`src/rtl/dtree_eval_sched.sv`:
```
// Round-robin scheduler that time-shares one slow combinational decision-tree
// classifier between NREQ requesters and returns each class with its requester ID.
module dtree_eval_sched #(
    parameter int NREQ   = 2,
    parameter int NFEAT  = 5,
    parameter int FW     = 8,
    parameter int CW     = 1,
    parameter int SETTLE = 2,
    parameter int IDW    = 1
) (
    input  logic                      clk,
    input  logic                      rst_n,
    input  logic [NREQ-1:0]           req_valid,
    output logic [NREQ-1:0]           req_ready,
    input  logic [NREQ*NFEAT*FW-1:0]  req_feat,
    output logic [NFEAT*FW-1:0]       tree_x,
    input  logic [CW-1:0]             tree_out,
    output logic                      res_valid,
    input  logic                      res_ready,
    output logic [CW-1:0]             res_class,
    output logic [IDW-1:0]            res_id,
    output logic                      busy,
    output logic [15:0]               eval_count
);

    localparam int SW   = NFEAT * FW;
    localparam int CNTW = (SETTLE > 1) ? $clog2(SETTLE) : 1;

    localparam logic [1:0] ST_IDLE   = 2'd0;
    localparam logic [1:0] ST_SETTLE = 2'd1;
    localparam logic [1:0] ST_HOLD   = 2'd2;

    localparam logic [CNTW-1:0] CNT_INIT = CNTW'(SETTLE - 1);

    logic [1:0]      state_q, state_d;
    logic [CNTW-1:0] cnt_q, cnt_d;
    logic [IDW-1:0]  rr_q, rr_d;
    logic [SW-1:0]   tree_x_q, tree_x_d;
    logic            res_valid_q, res_valid_d;
    logic [CW-1:0]   res_class_q, res_class_d;
    logic [IDW-1:0]  res_id_q, res_id_d;
    logic [15:0]     eval_count_q, eval_count_d;

    logic [IDW-1:0]  grant;
    logic            grant_any;
    logic [NREQ-1:0] ready_vec;

    // Round-robin search: scanning offsets downward lets the smallest offset from rr_q win.
    always_comb begin
        int idx;
        grant     = {IDW{1'b0}};
        grant_any = 1'b0;
        idx       = 0;
        for (int k = NREQ - 1; k >= 0; k--) begin
            idx = int'(rr_q) + k;
            if (idx >= NREQ) begin
                idx = idx - NREQ;
            end else begin
                idx = idx;
            end
            if (req_valid[idx]) begin
                grant     = IDW'(idx);
                grant_any = 1'b1;
            end else begin
                grant     = grant;
                grant_any = grant_any;
            end
        end
    end

    // Accept strobe: only the granted requester sees ready, and only while idle.
    always_comb begin
        ready_vec = {NREQ{1'b0}};
        if ((state_q == ST_IDLE) && grant_any) begin
            ready_vec[grant] = 1'b1;
        end else begin
            ready_vec = {NREQ{1'b0}};
        end
    end

    // Next-state logic for the evaluation sequence.
    always_comb begin
        state_d      = state_q;
        cnt_d        = cnt_q;
        rr_d         = rr_q;
        tree_x_d     = tree_x_q;
        res_valid_d  = res_valid_q;
        res_class_d  = res_class_q;
        res_id_d     = res_id_q;
        eval_count_d = eval_count_q;
        case (state_q)
            ST_IDLE: begin
                if (grant_any) begin
                    tree_x_d = req_feat[int'(grant) * SW +: SW];
                    res_id_d = grant;
                    cnt_d    = CNT_INIT;
                    if (int'(grant) == NREQ - 1) begin
                        rr_d = {IDW{1'b0}};
                    end else begin
                        rr_d = grant + IDW'(1);
                    end
                    state_d  = ST_SETTLE;
                end else begin
                    state_d = ST_IDLE;
                end
            end
            ST_SETTLE: begin
                // tree_x is frozen here so the printed logic sees a stable input.
                if (cnt_q != {CNTW{1'b0}}) begin
                    cnt_d = cnt_q - CNTW'(1);
                end else begin
                    res_class_d = tree_out;
                    res_valid_d = 1'b1;
                    state_d     = ST_HOLD;
                end
            end
            ST_HOLD: begin
                if (res_ready) begin
                    res_valid_d = 1'b0;
                    if (eval_count_q != 16'hFFFF) begin
                        eval_count_d = eval_count_q + 16'd1;
                    end else begin
                        eval_count_d = eval_count_q;
                    end
                    state_d = ST_IDLE;
                end else begin
                    state_d = ST_HOLD;
                end
            end
            default: begin
                state_d     = ST_IDLE;
                res_valid_d = 1'b0;
            end
        endcase
    end

    // State registers with synchronous active-low reset.
    always_ff @(posedge clk) begin
        if (!rst_n) begin
            state_q      <= ST_IDLE;
            cnt_q        <= {CNTW{1'b0}};
            rr_q         <= {IDW{1'b0}};
            tree_x_q     <= {SW{1'b0}};
            res_valid_q  <= 1'b0;
            res_class_q  <= {CW{1'b0}};
            res_id_q     <= {IDW{1'b0}};
            eval_count_q <= 16'd0;
        end else begin
            state_q      <= state_d;
            cnt_q        <= cnt_d;
            rr_q         <= rr_d;
            tree_x_q     <= tree_x_d;
            res_valid_q  <= res_valid_d;
            res_class_q  <= res_class_d;
            res_id_q     <= res_id_d;
            eval_count_q <= eval_count_d;
        end
    end

    assign req_ready  = ready_vec;
    assign tree_x     = tree_x_q;
    assign res_valid  = res_valid_q;
    assign res_class  = res_class_q;
    assign res_id     = res_id_q;
    assign busy       = (state_q != ST_IDLE);
    assign eval_count = eval_count_q;

endmodule

```
`config.mk`:
```
export PLATFORM = sky130hd
export DESIGN_NAME = dtree_eval_sched
export DESIGN_NICKNAME = d
export VERILOG_FILES = /design/src/rtl/dtree_eval_sched.sv
export SDC_FILE = /design/constraint.sdc
export NUM_CORES = 1
export LEC_CHECK = 0
export BUFFER_PORTS_ARGS = -buffer_cell sky130_fd_sc_hd__buf_2
export CAP_MARGIN = 20
export CORE_ASPECT_RATIO = 0.5
export CORE_MARGIN = 2
export CORE_UTILIZATION = 35
export CTS_CLUSTER_SIZE = 14
export DETAILED_ROUTE_END_ITERATION = 6
export HOLD_SLACK_MARGIN = 0.03
export MAX_ROUTING_LAYER = met4
export PLACE_DENSITY_LB_ADDON = 0.05
export RECOVER_POWER = 25
export SLEW_MARGIN = 20
export SYNTH_ARGS = -nofsm -noshare
export SYNTH_HDL_FRONTEND = slang
export SYNTH_SLANG_ARGS = --single-unit
```
`constraint.sdc`:
```
create_clock -name clk -period 5 [get_ports clk]
set_input_delay 0.5 -clock clk [delete_from_list [all_inputs] [get_ports clk]]
set_output_delay 0.5 -clock clk [all_outputs]
set_load 0.005 [all_outputs]
```
Yosys cells after proc, flatten, opt, wreduce, memory -nomap -nowiden
Cells that the tools add are included.

Bits in writable memories: 0. Bits in read-only memories: 0. Bits in latches: 0. Register bits: 63. Output and inout bits: 62. Memories: 0.

Add/subtract/negate cells: 6. Reductions and logical operators: 10. Equal/unequal tests: 6. Multipliers: 1. Order comparisons: 6. Bitwise logic cells: 2. Shift operators: 1. Div/mod/pow operators: 0. Mux-type cells: 26.

Operators with widths (number): 80-bit by 8-bit indexed part select with 40-bit output (1); 32-bit by 3-bit less-than comparator with 1-bit output (second input constant) (2); 32-bit 2-to-1 mux (2); 1-bit 2-to-1 mux (17); 16-bit by 1-bit adder with 16-bit output (second input constant) (1); 16-bit inequality test (second input constant) (1); 2-bit 2-to-1 mux (3); 2-bit inequality test (second input constant) (3); 2-bit case mux with 3 select lines (1); 2-bit AND reduction (3); 3-bit AND reduction (2); 1-bit by 3-bit multiplier with 4-bit output (second input constant) (1); 2-bit nonzero test (2); 1-bit case mux with 3 select lines (1); 1-bit by 2-bit subtractor with 3-bit output (second input constant) (1); 2-bit by 2-bit subtractor with 3-bit output (second input constant) (1); 1-bit by 1-bit adder with 2-bit output (second input constant) (1); 2-bit by 1-bit equality test with 1-bit output (second input constant) (1); 2-bit equality test (second input constant) (1); 1-bit by 2-bit greater-or-equal comparator with 1-bit output (second input constant) (1); 2-bit greater-or-equal comparator (second input constant) (1); 1-bit logical AND (2); 2-bit zero test (1); 1-bit by 2-bit less-than comparator with 1-bit output (second input constant) (1); other kinds (6) (7).

Longest topological paths before layout
Gate-level depths: netlist of run 1.

Depth after elaboration: 13. Depth in mapped cells: 6. Mapped depth without buffers: 5.

Worst setup path before layout of run 1
Ideal clock, no wire load.

Path kind: reg2reg. Start point: reg eval_count_q[0] (netlist: eval_count[0]). End point: reg eval_count_q[9] (netlist: eval_count[9]). Cell stages (with the launch flop): 7. Required time: 4930 ps. Setup slack: 3285 ps. Clock period less this slack: 1715 ps. Setup time: 70 ps. Data arrival time: 1645 ps. Cell sequence: dfxtp_1 ha_1 and4_4 and4_4 buf_6 or4_1 a21oi_1.

Longest elaborated chain between the ends: 2. Elaborated cells on any way between the ends: 3.

Ends and longest elaborated chain: start, declared (line 42) `logic [15:0] eval_count_q, eval_count_d;`; start signal, assigned (line 156) `eval_count_q <= eval_count_d;`; parallel branches: the longest is 2 deep, another holds 16-bit by 1-bit adder with 16-bit output.

Parallel ways; which one is timed is not known. A chain may end at the register's enable or synchronous reset.

Worst setup path in the final report of run 1
Start point: in rst_n. End point: reg eval_count_q[13] (netlist: eval_count[13]).

RTL lines: start, declared (line 12) `input logic rst_n,`.

No word-level cell between the ends.

==> results of run 1 <==
## per-stage QoR
| stage | area (um2) | instances |
|---|---|---|
| final | 3630 | 511 |
| after global routing | 3630 | 511 |
| after CTS | 3650 | 511 |
| after detailed placement | 3360 | 496 |
| after global placement | 3360 | 496 |
| after floorplan | 2590 | 273 |
## cell usage after synthesis, drive strengths merged (4+ instances only)
library cell / n
a222oi: 40
and4: 4
o31ai: 4
buf: 11
nand2b: 5
and3: 5
nand4: 6
o21ai: 8
or3: 5
dfxtp: 63
or4: 4
nand2: 16
clkbuf: 13
a21oi: 18
nor2: 48
mux2i: 5
nand3: 4
## critical path, cell delays in order
cell	delay (ps)
clkbuf_1	220
clkinv_1	80
clkbuf_1	1710
o41ai_1	230
## sequential cells by signal, indices dropped and copies added (netlist names)
signal,cells
tree_x,40
cnt_q,1
eval_count,16
res_class,1
rr_q,1
state_q,2
res_id,1
res_valid,1
## logic make-up (layout without fill, tap and decap cells)
family,count (synthesis),in the layout,synth area share [%]
XOR/XNOR,1,1,0.338
flip-flops,63,63,48.7
AND/OR/NAND/NOR,103,103,20.9
multiplexers,5,5,1.93
AO/OA/AOI/OAI,74,74,22.9
buffers and inverters,26,168,4.78
adder cells (fa/ha/maj),1,1,0.483
## worst max-delay path by stage
stage / start / end / slack, ps
after floorplan: eval_count[0] / eval_count[9] / 3290
after global placement: req_valid[1] / req_ready[0] / 2720
after detailed placement: req_valid[1] / req_ready[0] / 2710
after CTS: state_q[0] / req_ready[0] / 2430
after global routing: rst_n / eval_count[8] / 2010
final: rst_n / eval_count[13] / 2350
## area by class of cell
class	count	area share (%)
timing repair buffer	151	20.6
sequential	63	34.7
tap	96	3.31
clock buffer	12	7.34
multi-input combinational	184	33.3
clock inverter	3	0.482
inverter	2	0.207
## layout by cell type, fill, tap and decap left out, types with 2 or more instances in the layout
master,instances
clkbuf_8,3
and3_1,3
nor2_1,48
clkinv_2,2
nand2_1,16
and4_4,3
o31ai_1,4
o21ai_0,7
or3_1,4
nand2b_1,5
dfxtp_1,63
a222oi_1,40
and3_2,2
buf_4,3
clkbuf_1,11
a21oi_1,18
clkbuf_16,9
or4_1,4
buf_2,137
nand4_1,5
mux2i_1,5
nand3_1,3
## layer usage
layer	up-vias	track usage, %
met4	0	6.81
li1	1339	-
met3	8	4.95
met2	105	28.7
met1	1293	21.1
met5	-	-
## where the power goes
part / internal [mW] / switching (mW) / total, mW / leakage, nW
Clock: 0.370 / 0.198 / 0.569 / 0.140
Sequential: 0.543 / 0.0233 / 0.566 / 0.516
Combinational: 0.0992 / 0.105 / 0.205 / 0.990
Total: 1.01 / 0.327 / 1.34 / 1.65
==> run_results.csv, run 1 <==
group,metric,value,unit
run_status,status,"finished, violations left",
run_status,violations,"capacitance limit, slew limit",
final_layout,area_growth,40.2,%
yosys,syn_nets,360,
route,drtPass1Iterations,7,
yosys,ys_seq_elements,63,
hold_path,hp-start,"tree_out",
route,wl_per_cell,13.8,um
timing,skew,4.23,ps
route,vias,2745,
clock_network,cts_tree,"built",
final_layout,diodes,0,
die,dieWidth,126,um
hold_path,hold_end,"res_class",
yosys,synth_cells,273,
route,drtIter0Drc,302,
yosys,netlist_area,0.00259,mm2
hold_path,min_path_type,"in2reg",
yosys,synth_area_leaders,"dfxtp_1 (49%), a222oi_1 (15%), nor2_1 (7.0%), a21oi_1 (3.5%), nand2_1 (2.3%)",
grt,grt_pass1_wl,11400,um
clock_network,clkTransAtPathRegs,50,ps
setup_path,cp_max_fo,58,
power,power.density,369,mW/mm2
yosys,yosysTopAreaCell,"dfxtp_1",
place,pre_cts_slack,2710,ps
timing,period_share,52.9,%
timing,whs,427,ps
setup_path,path_class,"in2reg",
final_layout,multi_input_area,0.00121,mm2
grt,antenna_found_initial,0,
grt,grt_pass1_vias,2570,
place,gp_congestion,0.762,
yosys,synthArstFlopShare,0,%
clock_network,cts_hold_buffers,0,
route,vias_per_cell,5.37,
die,die-area,0.00815,mm2
route,drt-met1-wl,3100,um
final_layout,drive_gt1_share,39.8,%
setup_path,worstReg2RegEnd,"tree_x[16]",
grt,grtUsageTotal,17.7,%
route,top_layer,"met4",
setup_path,rrSetupSlack,3050,ps
die,core,0.00724,mm2
power,totalPowerFinal,1.34,mW
timing,setup_viol,0,
route,route.met2.wl,3450,um
final_layout,fin_util,50.2,%
setup_path,worstRegToRegCells,5,
hold_path,whs_path_depth,3,
route,final_antenna_net_count,0,
die,rows,22,
clock_network,clock_sinks,63,
setup_path,startpoint_type,"input port",
die,io_pins,148,
setup_path,cp.arrival,2750,ps
place,port_buffers,147,
timing,max-slew-margin-rel,-61.2,%
timing,fmax,378,MHz
timing,worst_pin_slew,2420,ps
grt,grt-ovfl-total,0,
clock_network,cts_root_buf,"clkbuf_16",
power,p_leak,1.65,nW
yosys,yosys.area.top_type_share,48.7,%
final_layout,seq_area,0.00126,mm2
final_layout,nFillCells,715,
clock_network,clk_latency,310,ps
power,ir_worst_vdd,153,uV
yosys,synth-edff-count,0,
route,drc,0,
timing,finalHoldViolations,0,
final_layout,fin_nets,498,
die,initial_core_util,35.8,%
route,wl_met3,447,um
setup_path,worstReg2RegStart,"state_q[0]",
yosys,synth_warnings,0,
flow_run,drv_cap,1,
clock_network,cts_htree_levels,3,
yosys,seq_area_frac_synth,48.7,%
setup_path,cp-end-kind,"register",
clock_network,ctsResizeCount,0,
clock_network,cts_buffer_depth,2,
place,post-dp-hpwl,5140,um
yosys,syn-mean-instance-area,9.49,um2
timing,min_period,2650,ps
grt,grt_start_max_net_pins,59,
yosys,synth_flop_cell,"dfxtp_1",
route,routed_wl,7080,um
clock_network,cts_setup_buffers,0,
timing,setup_tns,0,ps
clock_network,cts_buffers,9,
timing,rsz0062_at_grt,"no",
timing,finalWorstSetupSlack,2350,ps
timing,drv_slew,59,
setup_path,worstPathRequired,5100,ps
yosys,ys_types,39,
die,die_h,64.8,um
No activity file was read; power rests on OpenSTA's default activity.
==> inputs of run 2 (changes only) <==
Settings changed: ABC_AREA set to 1.
Clock period 5 ns to 2.48 ns, I/O delays scaled along.
==> run 2 against run 1 <==
The flow now finishes without violations. Clock skew about the same. Synthesized area increased by 21%. Wire length increased by 20%. Flip-flop and latch count unchanged. Die area increased by 20%. Final area increased by 18%. Combinational power increased to 2.6 times the previous value. Non-clock buffer count unchanged. Clock power increased to 2.7 times the previous value. Largest power group unchanged.
==> run_results.csv, run 2 <==
group,metric,value,unit
run_status,status,"completed",
yosys,post_synth_mux_area_share,0,%
die,rows,24,
yosys,synth_area_leaders,"dfxtp_1 (40%), nand2_1 (25%), nand3_1 (9.0%), inv_1 (8.3%), nor2_1 (4.6%)",
grt,grt_pass1_wl,13800,um
route,final_antenna_net_count,0,
timing,rsz0062_at_grt,"no",
route,vias_per_cell,4.29,
clock_network,clock_sinks,63,
timing,period_share,90.2,%
yosys,ys_seq_elements,63,
clock_network,cts_buffers,9,
grt,grt_pass1_vias,3008,
power,power.density,750,mW/mm2
final_layout,fin_nets,728,
die,dieWidth,138,um
timing,skew,4.29,ps
final_layout,drive_gt1_share,26.6,%
grt,grtUsageTotal,18.7,%
hold_path,hp-start,"tree_out",
power,totalPowerFinal,3.23,mW
hold_path,hold_end,"res_class",
yosys,synth_cells,499,
yosys,syn-mean-instance-area,6.27,um2
setup_path,worstRegToRegCells,7,
clock_network,ctsResizeCount,0,
place,placed_area,0.00395,mm2
yosys,yosysTopAreaCell,"dfxtp_1",
die,core,0.00871,mm2
final_layout,stdcell_area,0.00430,mm2
hold_path,whs_path_depth,3,
clock_network,cts_buffer_depth,2,
flow_run,drv_cap,0,
yosys,synth_top_family_by_area,"simple AND/OR/NAND/NOR gates",
clock_network,cts_root_buf,"clkbuf_16",
die,initial_core_util,35.9,%
yosys,synth_xor_area_share,0.560,%
yosys,seq_area_frac_synth,40.3,%
die,io_pins,148,
timing,finalHoldViolations,0,
yosys,synth_warnings,0,
place,placedCellCount,747,
final_layout,instances_no_fill,763,
die,die_h,70.9,um
grt,antenna_found_initial,0,
timing,finalWorstSetupSlack,243,ps
setup_path,cp.arrival,1990,ps
grt,grt_start_max_net_pins,45,
clock_network,cts_htree_levels,3,
timing,drv_slew,0,
setup_path,worstReg2RegStart,"state_q[1]",
clock_network,cts_tree,"built",
yosys,synth-compound-area-share,2.76,%
yosys,yosys.area.top_type_share,40.3,%
setup_path,cp_max_fo,42,
place,gp_congestion,0.795,
power,ir_worst_vdd,386,uV
final_layout,final_cell_mix,"nand2_1 (212), buf_2 (133), inv_1 (69), dfxtp_1 (63), nand3_1 (56)",
yosys,synthArstFlopShare,0,%
place,pre_cts_slack,589,ps
setup_path,worstReg2RegEnd,"tree_x[32]",
setup_path,startpoint_type,"register",
yosys,synth_flop_cell,"dfxtp_1",
power,p_leak,2.44,nW
clock_network,clk_latency,320,ps
timing,setup_tns,0,ps
route,vias,3271,
setup_path,worstPathRequired,2230,ps
timing,setup_viol,0,
yosys,synth.most_common_cell,"nand2_1",
yosys,netlist_area,0.00313,mm2
timing,fmax,447,MHz
route,drtPass1Iterations,5,
route,drtIter0Drc,95,
timing,max-slew-margin-rel,33.9,%
route,wl_per_cell,11.2,um
setup_path,rrSetupSlack,670,ps
grt,grt-ovfl-total,0,
yosys,ys_top_cells_by_count,"nand2_1 (212), inv_1 (69), dfxtp_1 (63)",
place,post-dp-hpwl,5930,um
hold_path,min_path_type,"in2reg",
place,port_buffers,147,
timing,worst_pin_slew,989,ps
die,die-area,0.00976,mm2
final_layout,nFillCells,919,
setup_path,cp-end-kind,"primary output",
route,routed_wl,8510,um
final_layout,diodes,0,
clock_network,cts_setup_buffers,0,
timing,min_period,2240,ps
route,drc,0,
yosys,synth-edff-count,0,
setup_path,path_class,"reg2out",
yosys,ys_types,24,
yosys,yosys.area_share.simple,43.9,%
yosys,synth_adder_area_share,0.400,%
yosys,syn_nets,586,
final_layout,largest_reg_flops,40,
final_layout,final_common_cell,"nand2_1",
final_layout,area_growth,37.5,%
clock_network,clkTransAtPathRegs,50,ps
clock_network,cts_hold_buffers,0,
[run 2: cell count changes after synthesis, sizes merged, moves of 5 or more]
cell    previous run  this run
nand3              4        61
or3                5         0
a222oi            40         0
nand2             16       216
inv                2        70
a21oi             18        12
clkbuf            13         5
and3               5         0
mux2i              5         0
nand2b             5         0
o21ai              8         2
[run 2: how the worst max path moves through the flow]
stage | from | end | cells past startpoint
final | state_q[1] | req_ready[0] | 4
after global routing | state_q[1] | req_ready[0] | 4
after CTS | state_q[1] | req_ready[0] | 4
after detailed placement | state_q[1] | req_ready[0] | 4
after global placement | req_valid[0] | req_ready[0] | 6
after floorplan | eval_count[0] | eval_count[12] | 10
[run 2: layout make-up]
cell class	instances	area [um2]	share of cell area, %
multi-input cells	345	1500	34.8
clock buffers	9	225	5.23
flip-flops and latches	63	1260	29.3
inverters	71	267	6.19
clock inverters	7	145	3.37
repair buffers	151	761	17.7
well taps	117	146	3.40
[run 2: metal layers]
metal  vias to the layer above  part of all wire, %  track usage [%]
met5                         -                    0                -
met3                         6                  6.2             6.74
met4                         0                 0.85             5.67
met2                        84                   45             29.2
met1                      1387                   48             22.8
li1                       1794                    -                -
[run 2: report_power, final]
group,internal (mW),switching (mW),total (mW)
clock network,1.09,0.467,1.55
logic,0.218,0.307,0.524
registers,1.10,0.0485,1.15
total,2.41,0.822,3.23
[run 2: critical path, stage by stage (launching register included)]
cell and delay [ps]:
dfxtp_1 350, nor2_2 180, o21ai_4 90, nor2_4 770, buf_2 250
[run 2: cell families (layout without fill, tap and decap cells)]
group	Yosys count	in the layout
XOR/XNOR	2	2
adder cells (fa/ha/maj)	1	1
flip-flops	63	63
AO/OA/AOI/OAI	15	15
buffers and inverters	91	238
AND/OR/NAND/NOR	327	327
[run 2: stage by stage]
step                      hold slack [ps]  util, %
after global placement                453     45.4
after global routing                  207     49.4
after CTS                             181     49.6
final                                 196     49.4
after floorplan                       412        -
after detailed placement              455     45.4
==> inputs of run 3 (changes only) <==
Settings changed: CELL_PAD_IN_SITES_DETAIL_PLACEMENT set to 0, CELL_PAD_IN_SITES_GLOBAL_PLACEMENT set to 2, CORE_UTILIZATION 35 to 23, SLEW_MARGIN 20 to 40.
==> run 3 against run 2 <==
Fmax grew 14%. Clock skew rose by 2.7 ps. First-iteration DRC count up 1.1%. Worst hold slack got worse by 2.4 ps. Register-to-register slack gained 160 ps. Clock-buffer cell count grew 2.
==> run_results.csv, run 3 (synthesis gave the netlist of run 2 again) <==
group,metric,value,unit
hold_path,min_path_type,"in2reg",
timing,setup_tns,0,ps
die,rows,30,
die,die_h,86.5,um
route,wl_per_cell,12.3,um
clock_network,cts_hold_buffers,0,
timing,max-slew-margin-rel,64.3,%
timing,fmax,512,MHz
clock_network,clock_sinks,63,
timing,worst_pin_slew,536,ps
final_layout,drive_gt1_share,26.1,%
place,post-dp-hpwl,7100,um
die,dieWidth,169,um
route,vias_per_cell,4.08,
timing,finalWorstSetupSlack,527,ps
grt,grt-ovfl-total,0,
clock_network,cts_root_buf,"clkbuf_16",
clock_network,ctsResizeCount,0,
grt,grt_start_max_net_pins,45,
final_layout,final_cell_mix,"nand2_1 (212), buf_2 (129), inv_1 (69), dfxtp_1 (63), nand3_1 (56)",
timing,min_period,1950,ps
final_layout,area_growth,39.0,%
route,drtPass1Iterations,4,
setup_path,cp_max_fo,42,
clock_network,cts_buffers,9,
grt,grtUsageTotal,14.7,%
power,power_frac_seq,37.2,%
power,totalPowerFinal,3.10,mW
setup_path,slowest_stage,"buf_4",
power,power.density,712,mW/mm2
grt,grt_pass1_vias,3178,
power,ir_worst_vdd,232,uV
flow_run,drv_cap,0,
route,final_antenna_net_count,0,
route,routed_wl,10100,um
timing,drv_slew,0,
clock_network,clkTransAtPathRegs,50,ps
die,die-area,0.0146,mm2
place,pre_cts_slack,815,ps
timing,period_share,78.8,%
timing,rsz0062_at_grt,"no",
grt,antenna_found_initial,0,
clock_network,clk_latency,330,ps
route,vias,3357,
power,switching_share,27.3,%
route,drc,0,
final_layout,fin_nets,729,
clock_network,cts_htree_levels,3,
timing,setup_viol,0,
final_layout,final_common_cell,"nand2_1",
setup_path,critPathTopFamily,"buffers and inverters",
power,p_sw,0.846,mW
setup_path,worstPathRequired,2230,ps
run_status,status,"completed",
setup_path,slowest_delay,420,ps
setup_path,cp.arrival,1710,ps
die,io_pins,148,
route,drtIter0Drc,96,
setup_path,cp_cell_sequence,"nor2_2 -> inv_1 -> nor2_4 -> buf_4 -> buf_2",
clock_network,cts_buffer_depth,2,
power,p_leak,2.41,nW
power,internal-power,2.25,mW
place,placedCellCount,807,
die,initial_core_util,23.4,%
final_layout,diodes,0,
setup_path,startpoint_type,"register",
grt,grt_pass1_wl,16100,um
die,core,0.0134,mm2
clock_network,cts_tree,"built",
timing,whs,194,ps
power,power.share.combinational,17.4,%
place,gp_congestion,0.732,
final_layout,largest_reg_flops,40,
setup_path,path_class,"reg2out",
timing,skew,6.95,ps
place,port_buffers,147,
setup_path,cp-end-kind,"primary output",
setup_path,crit_buf_inv,3,
clock_network,cts_setup_buffers,0,
final_layout,instances_no_fill,823,
timing,finalHoldViolations,0,
power,clkPwrFrac,45.4,%
-- run 3: cell types whose count changed in the layout (fill, tap and decap cells not counted), sizes merged --
cell and delta:
bufinv -2, clkinv -1, clkinvlp +1, buf -3, clkbuf +6
-- run 3: power groups by stage --
stage / registers [mW] / clock network, mW / logic (mW)
finish: 1.15 / 1.41 / 0.538
global route: 1.17 / 1.49 / 0.624
CTS: 1.15 / 1.45 / 0.561
detailed placement: 1.17 / 0 / 0.561
global placement: 1.18 / 0 / 0.558
floorplan: 1.18 / 0 / 0.312
-- run 3: cell type report --
type | count | area, um2
Fill cell | 1575 | 9050
Clock inverter | 5 | 80.1
Sequential cell | 63 | 1260
Inverter | 71 | 267
Tap cell | 176 | 220
Multi-Input combinational cell | 345 | 1500
Clock buffer | 11 | 253
Timing Repair Buffer | 152 | 771
-- run 3: worst reg2reg max path, stage by stage (launching register included) --
cell	delay (ps)
dfxtp_1	400
ha_1	230
nand2_1	80
nor2_2	110
nand2_2	110
inv_1	80
nand2_1	150
nand3_2	210
nand2_1	70
nand2_1	60
nor2_1	40
-- run 3: final timing paths --
kind / start / endpoint / slack (ps) / depth (start not counted)
worst max-delay path: state_q[1] / req_ready[1] / 530 / 5
worst min-delay path: tree_out / res_class / 190 / 3
worst max register to register: eval_count[0] / eval_count[2] / 830 / 10
worst min register to register: res_class / res_class / 470 / 2
-- run 3: through the flow --
| step | util (%) | area [um2] |
|---|---|---|
| finish | 32.5 | 4350 |
| CTS | 32.6 | 4370 |
| global placement | 30.0 | 4030 |
| detailed placement | 30.1 | 4040 |
| global route | 32.5 | 4350 |
| floorplan | - | 3130 |
-- run 3: metal layers --
metal	part of all wire [%]	global-route usage [%]	up-vias
met5	0	-	-
met1	47	17.9	1477
met3	5.9	4.61	7
met2	46	23.6	80
met4	0.93	4.47	0
li1	-	-	1793
